`config.mk`:
```
export PLATFORM = sky130hd
export DESIGN_NAME = block_deinterleaver
export DESIGN_NICKNAME = d
export VERILOG_FILES = /design/src/rtl/deint_pkg.sv /design/src/rtl/deint_bank_ram.sv /design/src/rtl/block_deinterleaver.sv
export SDC_FILE = /design/constraint.sdc
export NUM_CORES = 1
export LEC_CHECK = 0
export BUFFER_PORTS_ARGS = -buffer_cell sky130_fd_sc_hd__buf_2
export CORE_MARGIN = 2
export CORE_UTILIZATION = 50
export CTS_BUF_LIST = sky130_fd_sc_hd__clkbuf_16
export DETAILED_ROUTE_END_ITERATION = 16
export HOLD_SLACK_MARGIN = 0.02
export PLACE_DENSITY = 0.66
export SETUP_SLACK_MARGIN = 0.1
export SYNTH_ARGS = -nofsm -noshare
export SYNTH_HDL_FRONTEND = slang
export SYNTH_HIERARCHICAL = 1
export SYNTH_SLANG_ARGS = --single-unit
```
`constraint.sdc`:
```
create_clock -name clk -period 2.3 [get_ports clk]
set_clock_uncertainty 0.05 [all_clocks]
set_input_delay 0.46 -clock clk [delete_from_list [all_inputs] [get_ports clk]]
set_output_delay 0.46 -clock clk [all_outputs]
set_load 0.005 [all_outputs]
```
`src/rtl/deint_pkg.sv`:
```
// Shared definitions for the block deinterleaver (and the future interleaver):
// default matrix geometry, reader state encoding and the row-major address helper.
package deint_pkg;

  localparam int DEF_ROWS = 4;
  localparam int DEF_COLS = 8;

  typedef enum logic {
    RD_IDLE = 1'b0,
    RD_READ = 1'b1
  } rd_state_t;

  function automatic int unsigned deint_addr(input int unsigned row,
                                             input int unsigned col,
                                             input int unsigned cols);
    return row * cols + col;
  endfunction

endpackage

```
`src/rtl/deint_bank_ram.sv`:
```
// One bank of deinterleaver storage: one write port, one read port with a
// registered read that holds its value whenever no read is issued.
module deint_bank_ram #(
  parameter int DEPTH = 32,
  localparam int AW = $clog2(DEPTH)
) (
  input  logic          clk,
  input  logic          rst,
  input  logic          we_i,
  input  logic [AW-1:0] waddr_i,
  input  logic          wdata_i,
  input  logic          re_i,
  input  logic [AW-1:0] raddr_i,
  output logic          rdata_o
);

  logic mem_q [DEPTH];
  logic rdata_q;

  always_ff @(posedge clk) begin
    if (we_i) begin
      mem_q[waddr_i] <= wdata_i;
    end
  end

  // The read register doubles as the block's bit_out register, so it resets.
  always_ff @(posedge clk or posedge rst) begin
    if (rst) begin
      rdata_q <= 1'b0;
    end else if (re_i) begin
      rdata_q <= mem_q[raddr_i];
    end
  end

  assign rdata_o = rdata_q;

endmodule

```
`src/rtl/block_deinterleaver.sv`:
```
// Serial ping-pong block deinterleaver: row-major write, column-major read.
// Define BLK_DEINT_FRAME_MARK_EN to add frame_start_out marking element (0,0).
module block_deinterleaver
  import deint_pkg::*;
#(
  parameter int ROWS = DEF_ROWS,
  parameter int COLS = DEF_COLS
) (
  input  logic clk,
  input  logic rst,
  input  logic bit_in,
  input  logic valid_in,
  output logic in_ready,
  output logic bit_out,
  output logic valid_out,
  output logic overflow
`ifdef BLK_DEINT_FRAME_MARK_EN
  ,
  output logic frame_start_out
`endif
);

  localparam int N  = ROWS * COLS;
  localparam int AW = $clog2(N);
  localparam int RW = $clog2(ROWS);
  localparam int CW = $clog2(COLS);
  localparam logic [RW-1:0] ROW_LAST = RW'(ROWS - 1);
  localparam logic [CW-1:0] COL_LAST = CW'(COLS - 1);

  logic          wb_q, rb_q, sel_q;
  logic [RW-1:0] wr_q, rr_q;
  logic [CW-1:0] wc_q, rc_q;
  logic [1:0]    bank_full_q;
  rd_state_t     state_q;
  logic          valid_q, overflow_q;
  logic [1:0]    rdata;
  logic          accept, wr_last, rd_fire, rd_last;
  logic [AW-1:0] waddr_d, raddr_d;
`ifdef BLK_DEINT_FRAME_MARK_EN
  logic          frame_q;
`endif

  assign in_ready = !bank_full_q[wb_q];
  assign accept   = valid_in && in_ready;
  assign wr_last  = accept && (wr_q == ROW_LAST) && (wc_q == COL_LAST);
  assign rd_fire  = (state_q == RD_READ);
  assign rd_last  = rd_fire && (rr_q == ROW_LAST) && (rc_q == COL_LAST);
  assign waddr_d  = AW'(deint_addr(32'(wr_q), 32'(wc_q), COLS));
  assign raddr_d  = AW'(deint_addr(32'(rr_q), 32'(rc_q), COLS));

  // Writer: row-major fill of bank wb; hands the bank over on the N-th bit.
  always_ff @(posedge clk or posedge rst) begin
    if (rst) begin
      wb_q <= 1'b0;
      wr_q <= '0;
      wc_q <= '0;
    end else if (accept) begin
      if (wc_q == COL_LAST) begin
        wc_q <= '0;
        if (wr_q == ROW_LAST) begin
          wr_q <= '0;
          wb_q <= ~wb_q;
        end else begin
          wr_q <= wr_q + 1'b1;
        end
      end else begin
        wc_q <= wc_q + 1'b1;
      end
    end
  end

  always_ff @(posedge clk or posedge rst) begin
    if (rst) begin
      overflow_q <= 1'b0;
    end else if (valid_in && !in_ready) begin
      overflow_q <= 1'b1;
    end
  end

  genvar gi;
  generate
    for (gi = 0; gi < 2; gi++) begin : g_bank
      // Writer sets and reader clears always target different banks.
      always_ff @(posedge clk or posedge rst) begin
        if (rst) begin
          bank_full_q[gi] <= 1'b0;
        end else if (wr_last && (wb_q == 1'(gi))) begin
          bank_full_q[gi] <= 1'b1;
        end else if (rd_last && (rb_q == 1'(gi))) begin
          bank_full_q[gi] <= 1'b0;
        end
      end

      deint_bank_ram #(.DEPTH(N)) u_ram (
        .clk     (clk),
        .rst     (rst),
        .we_i    (accept && (wb_q == 1'(gi))),
        .waddr_i (waddr_d),
        .wdata_i (bit_in),
        .re_i    (rd_fire && (rb_q == 1'(gi))),
        .raddr_i (raddr_d),
        .rdata_o (rdata[gi])
      );
    end
  endgenerate

  // Reader: column-major drain of bank rb; chains straight into the other
  // bank when it is already full so back-to-back blocks have no bubble.
  always_ff @(posedge clk or posedge rst) begin
    if (rst) begin
      state_q <= RD_IDLE;
      rb_q    <= 1'b0;
      rr_q    <= '0;
      rc_q    <= '0;
      valid_q <= 1'b0;
      sel_q   <= 1'b0;
`ifdef BLK_DEINT_FRAME_MARK_EN
      frame_q <= 1'b0;
`endif
    end else begin
      case (state_q)
        RD_IDLE: begin
          valid_q <= 1'b0;
          rr_q    <= '0;
          rc_q    <= '0;
`ifdef BLK_DEINT_FRAME_MARK_EN
          frame_q <= 1'b0;
`endif
          if (bank_full_q[rb_q]) begin
            state_q <= RD_READ;
          end
        end
        RD_READ: begin
          valid_q <= 1'b1;
          sel_q   <= rb_q;
`ifdef BLK_DEINT_FRAME_MARK_EN
          frame_q <= (rr_q == '0) && (rc_q == '0);
`endif
          if (rr_q == ROW_LAST) begin
            rr_q <= '0;
            if (rc_q == COL_LAST) begin
              rc_q <= '0;
              rb_q <= ~rb_q;
              if (!bank_full_q[~rb_q]) begin
                state_q <= RD_IDLE;
              end
            end else begin
              rc_q <= rc_q + 1'b1;
            end
          end else begin
            rr_q <= rr_q + 1'b1;
          end
        end
        default: state_q <= RD_IDLE;
      endcase
    end
  end

  assign bit_out   = rdata[sel_q];
  assign valid_out = valid_q;
  assign overflow  = overflow_q;
`ifdef BLK_DEINT_FRAME_MARK_EN
  assign frame_start_out = frame_q;
`endif

endmodule

```
; Yosys cells after proc, flatten, opt, wreduce, memory -nomap -nowiden
; Memory sizes are Yosys's and may differ from the RTL's. A register that Yosys moved wholly into a read port is not among the register bits.
; Index checks and enable logic that the tools add are counted.
[totals]
ff_bits = 18
ram_bits = 64
input_bits = 4
elab_cells = 81
n_memories = 2
[op_classes]
add_sub_neg = 6
magnitude_cmp = 4
n_eq_ne = 5
mux = 29
n_bitwise = 3
n_reduce_logical = 20
[memory_table]
columns = memory, words, word_bits, rd, rd_ports_with_merged_regs, write_ports, line_no
row1 = g_bank[0].u_ram.mem_q, 32, 1, 1, 1, 1, deint_bank_ram.sv:17  ; logic mem_q [DEPTH];
row2 = g_bank[1].u_ram.mem_q, 32, 1, 1, 1, 1, deint_bank_ram.sv:17
[ops]
columns = cell, n
row1 = $mux W1, 20
row2 = $logic_and A1 B1 Y1, 14
row3 = $add A5 B3 Y5, 2
row4 = $mux W3, 3
row5 = $lt A1 B2 Y1 const B, 4
row6 = $add A3 B1 Y3 const B, 2
row7 = $eq A3 B3 Y1 const B, 2
row8 = $pmux W3 S2, 1
row9 = $reduce_and A3 Y1, 2
row10 = $add A2 B1 Y2 const B, 2
row11 = $eq A2 B2 Y1 const B, 2
row12 = $mux W2, 2
row13 = $pmux W1 S2, 2
row14 = $pmux W2 S2, 1
row15 = $reduce_bool A2 Y1, 2
row16 = $not A1 Y1, 3
row17 = $ne A2 B1 Y1 const B, 1
row18 = $reduce_and A2 Y1, 1
row19 = $logic_not A1 Y1, 1

; Longest topological paths before layout
[logic_depth]
ltp_word = 8
depth_mapped = 6
depth_no_buf = 5

; By module
; Netlist, hierarchy kept.
[modules_own_cells]
columns = module, n_inst, cells_each, area_each_um2
row1 = deint_bank_ram, 2, 124, 1537.7
row2 = block_deinterleaver, 1, 68, 850.8

; Worst setup path after synthesis
; Ideal clock, no wire load.
[synth_timing]
path_kind = input -> register
start = input port valid_in
end = memory g_bank[1].u_ram.mem_q[28], enable pin
arrival_ps = 1564
path_slack_ps = 386
cell_stages = 5
cell_sequence = inv_1 nor3b_1 or3b_2 clkbuf_1 nor2_1
[synth_between]
elab_chain_len = 4
[synth_rtl]
columns = element, line_no
row1 = "start, declared", block_deinterleaver.sv:12  ; input logic valid_in,
row2 = $logic_and A1 B1 Y1, block_deinterleaver.sv:44  ; assign accept = valid_in && in_ready;
row3 = $logic_and A1 B1 Y1, block_deinterleaver.sv:97  ; .we_i (accept && (wb_q == 1'(gi))),
row4 = $mux W1, deint_bank_ram.sv:21  ; if (we_i) begin
row5 = $mux W1 (implied by the code), deint_bank_ram.sv:22  ; mem_q[waddr_i] <= wdata_i;
row6 = "end, declared", deint_bank_ram.sv:17
; No other way between the ends.

; Worst setup path after layout
[layout_timing]
start = register rc_q[1]
end = register g_bank[0].u_ram.rdata_q, read port of g_bank[0].u_ram.mem_q
[layout_between]
elab_chain_len = 1
[layout_rtl]
columns = element, line_no
row1 = "start, declared", block_deinterleaver.sv:32  ; logic [CW-1:0] wc_q, rc_q;
row2 = "start signal, assigned", block_deinterleaver.sv:148  ; rc_q <= rc_q + 1'b1;
row3 = $add A5 B3 Y5, deint_pkg.sv:16  ; return row * cols + col;
row4 = "end, declared", deint_bank_ram.sv:18  ; logic rdata_q;
; No other way between the ends.
; A chain may end at the register's enable or synchronous reset.

==> results.json <==
{
  "status": "finished clean",
  "dieWidth_microns": 92.62,
  "slew_headroom_pct": 52.96,
  "synthTopCellsByArea": "edfxtp_1 49%, dfrtp_1 13%, mux2i_1 8.9%",
  "wl_met3_microns": 292,
  "area_growth_pct": 11.41,
  "place_hpwl_microns": 4903,
  "drt_wl_total_microns": 7612,
  "synth-seq-cells": 84,
  "yosysTopAreaCellShare_pct": 48.95,
  "synth.most_common_cell": "nor2_1",
  "synth_top_cell_by_area": "edfxtp_1",
  "p_switching_uw": 1034,
  "fin_crit_sh_pct": 81.71,
  "crit_arrival_ns": 2.02,
  "routed-wl-met2_microns": 3583,
  "grt_pass1_vias": 2401,
  "slowest_delay_ns": 0.62,
  "layout-drive-gt1-share_pct": 13.45,
  "gp_routability_congestion": 0.8181,
  "cp-start-kind": "flip-flop",
  "netlist_area_sq_um": 3926,
  "met1_length_microns": 3600,
  "clkLatencyLatePin_ns": 0.33,
  "dieArea_sq_um": 8578,
  "die_h_microns": 92.62,
  "drt-initial-drc-count": 220,
  "fillCellCount": 638,
  "asyncSetResetFlopFracSynth_pct": 23.81,
  "p_per_area_nw_per_um2": 846.0,
  "vias": 2506,
  "fin_setup_tns_ns": 0,
  "slowest_stage": "dfrtp_1",
  "rows": 32,
  "power_frac_comb_pct": 15.3,
  "track_usage_pct": 18.83,
  "stdcell_count": 444,
  "final_area_sq_um": 4374,
  "nNetsFinal": 347,
  "routedWlPerCell_microns": 17.14,
  "end_kind": "flip-flop",
  "ir_drop_mv": 0.7404,
  "ys_types": 35,
  "grt_overflow_total": 0,
  "firstDrtPassIters": 5,
  "synth-main-ff-cell": "edfxtp_1",
  "io_pins": 8,
  "setup-violations-final": 0,
  "cts_tree": "built",
  "leakage_uw": 0.001467,
  "initial_utilization_pct": 51.34,
  "synth.net_count": 326,
  "drv_slew": 0,
  "hold_ws_ns": 0.4264,
  "placed_area_sq_um": 4100,
  "synthCells": 316,
  "layout_min_cycle_time_ns": 1.879,
  "via_per_inst": 5.644,
  "drc": 0,
  "antenna_left": 0,
  "topRoutingLayerUsed": "met4",
  "core_area_sq_um": 7647,
  "p_sw_share_pct": 27.94,
  "synth_common_cells": "73 x nor2_1, 64 x edfxtp_1, 35 x mux2i_1, 20 x dfrtp_1, 12 x nand3_1",
  "portBuffers": 7,
  "yosysSeqAreaShare_pct": 61.70,
  "pwr-share-seq_pct": 50.7,
  "cap_violations": 0,
  "hold_class": "reg2reg",
  "hold_viol": 0,
  "cts_sinks": 84,
  "synth-edff-count": 64,
  "worstMarginPinSlew_ns": 0.7048,
  "clock_path_buffers": 2,
  "fmax_mhz": 532.1,
  "dp.cells": 427,
  "power_frac_clock_pct": 34.0,
  "critPathMaxFanout": 14,
  "antenna_cells": 0,
  "grt_first_pass_wirelength_microns": 12060,
  "intPower_uw": 2667,
  "critical_path_class": "reg2reg",
  "finalPower_uw": 3701,
  "antenna_found_initial": 0,
  "grt_max_degree": 36,
  "required_ns": 2.44,
  "syn_area_per_cell_sq_um": 12.42,
  "root_buffer": "clkbuf_16",
  "path_cells": "nor2b_1 > a22oi_1 > and3_1 > a31oi_1 > a41oi_1",
  "htreeDepth": 3,
  "grt_setup_unrepaired": "no",
  "path_clk_slew_ns": 0.06,
  "yosysWarnings": 6,
  "cts_buffers": 9
}
power groups by stage:
stage / sequential, uW / combinational, uW / clock (uW)
after floorplan: 1860 / 380 / 0
final: 1880 / 565 / 1260
after detailed placement: 1900 / 560 / 0
after global routing: 1890 / 639 / 1340
after CTS: 1870 / 568 / 1270
after global placement: 1900 / 545 / 0
timing repair:
| item | 4_1_cts | 5_1_grt |
|---|---|---|
| hold endpoints to repair | 2 | 0 |
| gates resized for setup | 0 | 0 |
| setup buffers | 0 | 0 |
| hold buffers | 1 | 0 |
registers in the layout (all words and copies together) (netlist names):
name,flops
g_bank.u_ram/mem_q,64
rc_q,3
wc_q,3
bank_full_q,2
g_bank.u_ram/rdata_o,2
rr_q,2
wr_q,2
overflow,1
rb_q,1
rd_fire,1
sel_q,1
valid_out,1
wb_q,1
cell usage in the layout, fill, tap and decap left out, drive strengths merged, types with 2 or more instances in the layout:
master	netlist	layout
ha	6	6
a21oi	10	10
and2	2	2
nor3b	2	2
mux2	7	7
clkinvlp	0	3
or3b	6	6
a311oi	2	2
nand2	11	11
nand3	12	12
edfxtp	64	64
inv	5	8
dfrtp	20	20
nor2b	9	9
a41oi	3	3
or3	2	2
a31oi	3	3
and3	7	7
nor2	73	73
nand3b	10	10
buf	4	17
o31ai	2	2
nand2b	4	4
clkbuf	4	9
o21ai	3	3
a22oi	4	4
mux2i	36	36
final timing paths:
check | start | endpoint | slack (ns) | depth (start not counted)
worst max-delay path | rc_q[1]$_DFFE_PP0P_ | g_bank[0].u_ram/rdata_o$_DFFE_PP0P_ | 0.42 | 5
min in group asynchronous | rst | g_bank[1].u_ram/rdata_o$_DFFE_PP0P_ | 0.48 | 3
worst min-delay path | overflow$_DFFE_PP0P_ | overflow$_DFFE_PP0P_ | 0.43 | 1
worst min register to register | overflow$_DFFE_PP0P_ | overflow$_DFFE_PP0P_ | 0.43 | 1
max in group asynchronous | rst | rc_q[0]$_DFFE_PP0P_ | 0.94 | 3
worst max register to register | rc_q[1]$_DFFE_PP0P_ | g_bank[0].u_ram/rdata_o$_DFFE_PP0P_ | 0.42 | 5
through the flow:
stage	util, %	setup slack [ns]
global placement	53.62	0.3391
detailed placement	53.62	0.2973
global route	57.20	0.2642
CTS	57.20	0.4323
finish	57.20	0.4207
floorplan	-	0.3859
logic make-up (layout without fill, tap and decap cells):
logic type	Yosys count	in the layout	synth area share [%]
AOI/OAI and AO/OA	30	30	4.972
xor gates and xnor gates	1	1	0.2231
adders and majority gates	6	6	1.912
buffers and inverters	13	39	2.454
DFF	84	84	61.70
muxes	43	43	11.47
and+or+nand+nor	139	139	17.27
worst max-delay path, delay by kind of cell (launching register included):
kind / cells / cell delay [ns]
flip-flops: 1 / 0.62
AND/OR/NAND/NOR: 2 / 0.58
AO/OA/AOI/OAI: 3 / 0.49
metal layers:
layer / vias up / track usage [%]
li1: 1196 / -
met1: 1235 / 26.52
met2: 65 / 28.71
met3: 10 / 2.766
met4: 0 / 9.559
met5: - / 0
area by class of cell:
type / instances / area [sq um] / area share, %
Multi-Input combinational cell: 219 / 1408 / 32.18
Tap cell: 102 / 127.6 / 2.918
Sequential cell: 84 / 2424 / 55.41
Clock buffer: 9 / 225.2 / 5.149
Clock inverter: 7 / 38.79 / 0.8867
Inverter: 5 / 18.77 / 0.4291
Timing Repair Buffer: 18 / 132.6 / 3.032
Note: power is estimated with default switching activity, not from simulation.
